===== src/rtl/activity_level_timer.sv =====
// Activity timer: synchronizes a step pulse, counts steps per one-second window and credits
// each SUSTAIN-second run of high seconds (up to GRACE low seconds tolerated) as one minute.
module activity_level_timer #(
    parameter int SEC_DIV = 50_000_000,
    parameter int CNT_W   = 8,
    parameter int SUSTAIN = 60,
    parameter int GRACE   = 2,
    parameter int TIME_W  = 12
) (
    input  logic                             clk,
    input  logic                             reset,
    input  logic                             enable,
    input  logic                             step,
    input  logic [CNT_W-1:0]                 threshold,
    input  logic                             clear_total,
    output logic                             sec_tick,
    output logic [CNT_W-1:0]                 steps_per_sec,
    output logic                             active,
    output logic [$clog2(SUSTAIN+1)-1:0]     streak_secs,
    output logic [TIME_W-1:0]                high_activity_min
);

    localparam int PW = (SEC_DIV > 1) ? $clog2(SEC_DIV) : 1;
    localparam int SW = $clog2(SUSTAIN + 1);
    localparam int GW = $clog2(GRACE + 2);
    localparam logic [PW-1:0] PRE_LAST = PW'(SEC_DIV - 1);
    localparam logic [SW:0]   SUST_V   = (SW + 1)'(SUSTAIN);
    localparam logic [GW-1:0] GRACE_V  = GW'(GRACE);
    localparam logic [GW-1:0] GAP_ONE  = GW'(1);

    typedef enum logic [1:0] {IDLE, ACTIVE, PAUSE} state_t;

    logic          sync1, sync2, prev;
    logic [2:0]    sync_vld;
    logic          step_evt;
    logic [PW-1:0] presc;
    logic [CNT_W-1:0] win_cnt, win_next;
    logic          sec_high;
    state_t        state, state_nxt;
    logic [SW-1:0] streak_nxt;
    logic [SW:0]   streak_inc;
    logic [GW-1:0] gap, gap_nxt, gap_inc;
    logic          credit;

    // The first valid synchronized sample cannot form an edge, so a level held across reset is ignored.
    always_ff @(posedge clk or posedge reset) begin
        if (reset) begin
            sync1    <= 1'b0;
            sync2    <= 1'b0;
            prev     <= 1'b0;
            sync_vld <= 3'b000;
        end else begin
            sync1    <= step;
            sync2    <= sync1;
            prev     <= sync2;
            sync_vld <= {sync_vld[1:0], 1'b1};
        end
    end

    assign step_evt = enable & sync_vld[2] & sync2 & ~prev;
    assign sec_tick = enable && (presc == PRE_LAST);

    always_ff @(posedge clk or posedge reset) begin
        if (reset)         presc <= '0;
        else if (sec_tick) presc <= '0;
        else if (enable)   presc <= presc + 1'b1;
    end

    assign win_next = (step_evt && (win_cnt != '1)) ? win_cnt + 1'b1 : win_cnt;
    assign sec_high = (win_next >= threshold);

    always_ff @(posedge clk or posedge reset) begin
        if (reset) begin
            win_cnt       <= '0;
            steps_per_sec <= '0;
        end else if (sec_tick) begin
            win_cnt       <= '0;
            steps_per_sec <= win_next;
        end else begin
            win_cnt       <= win_next;
        end
    end

    always_ff @(posedge clk or posedge reset) begin
        if (reset) begin
            state       <= IDLE;
            streak_secs <= '0;
            gap         <= '0;
        end else begin
            state       <= state_nxt;
            streak_secs <= streak_nxt;
            gap         <= gap_nxt;
        end
    end

    always_comb begin
        state_nxt  = state;
        streak_nxt = streak_secs;
        gap_nxt    = gap;
        credit     = 1'b0;
        streak_inc = {1'b0, streak_secs} + 1'b1;
        gap_inc    = gap + 1'b1;
        if (sec_tick) begin
            if (sec_high) begin
                // Streak is zero in IDLE, so the shared increment starts a new streak at one.
                state_nxt = ACTIVE;
                gap_nxt   = '0;
                if (streak_inc == SUST_V) begin
                    streak_nxt = '0;
                    credit     = 1'b1;
                end else begin
                    streak_nxt = streak_inc[SW-1:0];
                end
            end else begin
                case (state)
                    ACTIVE: begin
                        if (GRACE > 0) begin
                            state_nxt = PAUSE;
                            gap_nxt   = GAP_ONE;
                        end else begin
                            state_nxt  = IDLE;
                            streak_nxt = '0;
                        end
                    end
                    PAUSE: begin
                        if (gap_inc > GRACE_V) begin
                            state_nxt  = IDLE;
                            streak_nxt = '0;
                            gap_nxt    = '0;
                        end else begin
                            gap_nxt = gap_inc;
                        end
                    end
                    default: begin
                        state_nxt  = IDLE;
                        streak_nxt = '0;
                    end
                endcase
            end
        end
    end

    always_comb begin
        active = (state == ACTIVE) || (state == PAUSE);
    end

    always_ff @(posedge clk or posedge reset) begin
        if (reset)                                 high_activity_min <= '0;
        else if (clear_total)                      high_activity_min <= '0;
        else if (credit && (high_activity_min != '1)) high_activity_min <= high_activity_min + 1'b1;
    end

endmodule


===== config.mk =====
export PLATFORM = sky130hd
export DESIGN_NAME = activity_level_timer
export DESIGN_NICKNAME = d
export VERILOG_FILES = /design/src/rtl/activity_level_timer.sv
export SDC_FILE = /design/constraint.sdc
export NUM_CORES = 1
export LEC_CHECK = 0
export ABC_AREA = 0
export CAP_MARGIN = 5
export CORE_MARGIN = 4
export CORE_UTILIZATION = 56
export DETAILED_ROUTE_END_ITERATION = 16
export PLACE_DENSITY = 0.8
export SKIP_LAST_GASP = 1
export SLEW_MARGIN = 30
export SYNTH_ARGS = -nofsm -noshare
export SYNTH_HDL_FRONTEND = slang
export SYNTH_SLANG_ARGS = --single-unit
export TNS_END_PERCENT = 5

===== constraint.sdc =====
create_clock -name clk -period 4.6 [get_ports clk]
set_clock_uncertainty 0.05 [all_clocks]
set_input_delay 0.92 -clock clk [delete_from_list [all_inputs] [get_ports clk]]
set_output_delay 0.92 -clock clk [all_outputs]
set_load 0.02 [all_outputs]

==> flow_summary.ini <==
[yosys]
yosys_warnings = 0
syn_area_um2 = 3570
seq_area_frac_synth = 0.491
yosys.cell_types.count = 46
ys_top_cells_by_count = dfrtp_1, nand2_1, nor2_1
synth_seq_cells = 70
synth_most_common_cell = dfrtp_1
postSynth.asyncResetShare = 1.00
synth_nets = 405
synth_top_area_frac = 0.491
ys.flop_type = dfrtp_1
synth.avg_cell_area_um2 = 9.43
synth_area_leaders = dfrtp_1, ha_1, nand2_1
syn_inst = 378
yosysTopAreaCell = dfrtp_1
synth_edf_count = 0

[clock_tree]
clock_path_buffers = 2
path_clk_slew_ns = 0.09
cts_resized = 0
h-tree-depth = 3
cts.root.buffer_cell = clkbuf_8
insertion_delay_ns = 0.36
hold_buffers = 0
cts_setup_buffers = 0
cts_buffers = 9
tritoncts = built
clock-sinks = 70

[setup_path]
rr_worst_depth = 14
r2r_slack_ns = 0.86
cp.arrival_ns = 4.34
cp_top_family = compound AO/OA/AOI/OAI gates
critPathKind = in2reg
cp.required_ns = 4.83
cp_cell_sequence = clkdlybuf4s50_1 > and4b_1 > o21ai_1 > nor2_1 > xnor2_1 > inv_1 > ha_1 > and3_1 > o21ai_0 > a31o_2 > a211o_1 > buf_4 > or3_1 > a21oi_1
max_stage_delay_ns = 0.50
cp_num_buf_inv = 3
end_kind = register
path_max_fanout = 12
crit_slowest_cell = clkdlybuf4s50_1
start_kind = input pin
timing.rr.start = win_cnt[2]
r2r_end = high_activity_min[4]

[place]
port_buffers = 40
hpwlAfterDp_um = 5250
gp_congestion = 0.814
post-place-cells = 491

[layout]
final_cells = 507
drive_above_1_share = 0.0764
area_delta_synth_final_pct = 19.3
nets = 454
antenna_cells = 0

[grt]
grt_pass1_vias = 2893
grt_max_degree = 40
antenna_found_initial = 0
grt_overflow = 0
grt_pass1_wl_um = 12800
grt_use_total = 0.212

[sta]
setup_tns_ns = 0
fin_crit_sh = 0.894
fmax_mhz = 243
worstMarginPinSlew_ns = 0.799
layout_min_cycle_time_ns = 4.11
rsz0062_at_grt = false
setup_viol = 0
max-slew-margin-rel = 0.463
finalMaxSlewViolations = 0
final_hold_viol_count = 0

[floorplanning]
die_area_um2 = 7710
fp-row-count = 28
die_w_um = 87.8
fp.dieH_um = 87.8
io-pin-count = 41
initial_core_util = 0.588
coreArea_um2 = 6060

[power]
p_total_mw = 1.36
power_density_nw_per_um2 = 319
vdd_drop_max_mv = 0.273
leakagePower_nw = 1.98

[hold_path]
min_to = sync2
hold_path_class = reg2reg
whs_path_depth = 0
worstHoldStart = sync1

[drt]
wirelength_um = 7360
wl_per_cell_um = 14.5
viasPerCell = 5.73
initialDrtViolationCount = 174
drtPass1Iterations = 4
drtAntennaViolNets = 0
drc_errors = 0
via_count = 2906

[status]
status = completed

[job]
cap_viol_max_count = 0
[sequential cells by signal, summed over array words and instances (netlist names)]
register,flops
steps_per_sec,8
gap,2
sync1,1
sync_vld,3
streak_secs,6
prev,1
sync2,1
state,2
high_activity_min,12
win_cnt,8
presc,26
[logic make-up after synthesis]
| group | synth area share |
|---|---|
| AOI/OAI and AO/OA | 0.114 |
| xor gates and xnor gates | 0.0663 |
| adders and majority gates | 0.0491 |
| buffers and inverters | 0.0435 |
| DFF | 0.491 |
| muxes | 0.00877 |
| other | 0.00105 |
| and+or+nand+nor | 0.226 |
[layer usage]
| metal | share of wire | GRT usage | wire length [um] |
|---|---|---|---|
| met1 | 0.47 | 0.281 | 3440 |
| met2 | 0.48 | 0.340 | 3530 |
| met3 | 0.032 | 0.0367 | 232 |
| met4 | 0.023 | 0.0990 | 167 |
| met5 | 0 | 0 | 0 |
[cell usage in the layout (no fill, tap or decap), drive strengths merged, types with 4 or more instances in the layout]
master,instances
a21oi,15
xnor2,13
and4,5
clkdlybuf4s50,40
nand4,14
nor3,9
clkbuf,9
and3,8
ha,14
o31ai,4
inv,32
a21o,4
xor2,14
o21ai,35
nand3,22
nor2,31
dfrtp,70
buf,7
or4,4
nor2b,4
or3,8
nand2,38
[worst reg2reg max path: cells and delay by family (launching register included)]
kind	cells	cell delay, ns
AOI/OAI and AO/OA	5	1.36
and+or+nand+nor	5	1.01
DFF	1	0.45
buffers and inverters	2	0.30
adders and majority gates	1	0.29
xor gates and xnor gates	1	0.22
[layout make-up]
class                           count  area (um2)
Clock buffer                        9         124
Inverter                           28         105
Timing Repair Buffer               47         453
Tap cell                           75        93.8
Clock inverter                      7        62.6
Sequential cell                    70        1750
Fill cell                         457        1810
Multi-Input combinational cell    271        1660
[worst max-delay path by stage]
stage	start	end	slack, ns	depth (start not counted)
floorplan	enable	high_activity_min[7]	1.09	14
CTS	enable	high_activity_min[4]	0.51	14
finish	enable	high_activity_min[4]	0.49	14
detailed placement	enable	high_activity_min[4]	0.23	13
global route	enable	high_activity_min[4]	0.26	14
global placement	enable	high_activity_min[10]	0.32	13
[stage by stage]
step / worst slack [ns] / util / area (um2) / hold WS [ns]
after floorplan: 1.09 / - / 3570 / 0.281
after global placement: 0.321 / 0.671 / 4070 / 0.285
after detailed placement: 0.228 / 0.671 / 4070 / 0.290
after CTS: 0.511 / 0.702 / 4250 / 0.310
after global routing: 0.257 / 0.702 / 4250 / 0.312
final: 0.487 / 0.702 / 4250 / 0.305
[report_power, final]
part           internal, mW  leakage, nW  switching [mW]  total [mW]
clock network         0.207       0.0927           0.266       0.473
logic                0.0811        0.939          0.0922       0.173
registers             0.661        0.943          0.0494       0.710
total                 0.948         1.98           0.407        1.36
Power figures use the tool's default switching activity.
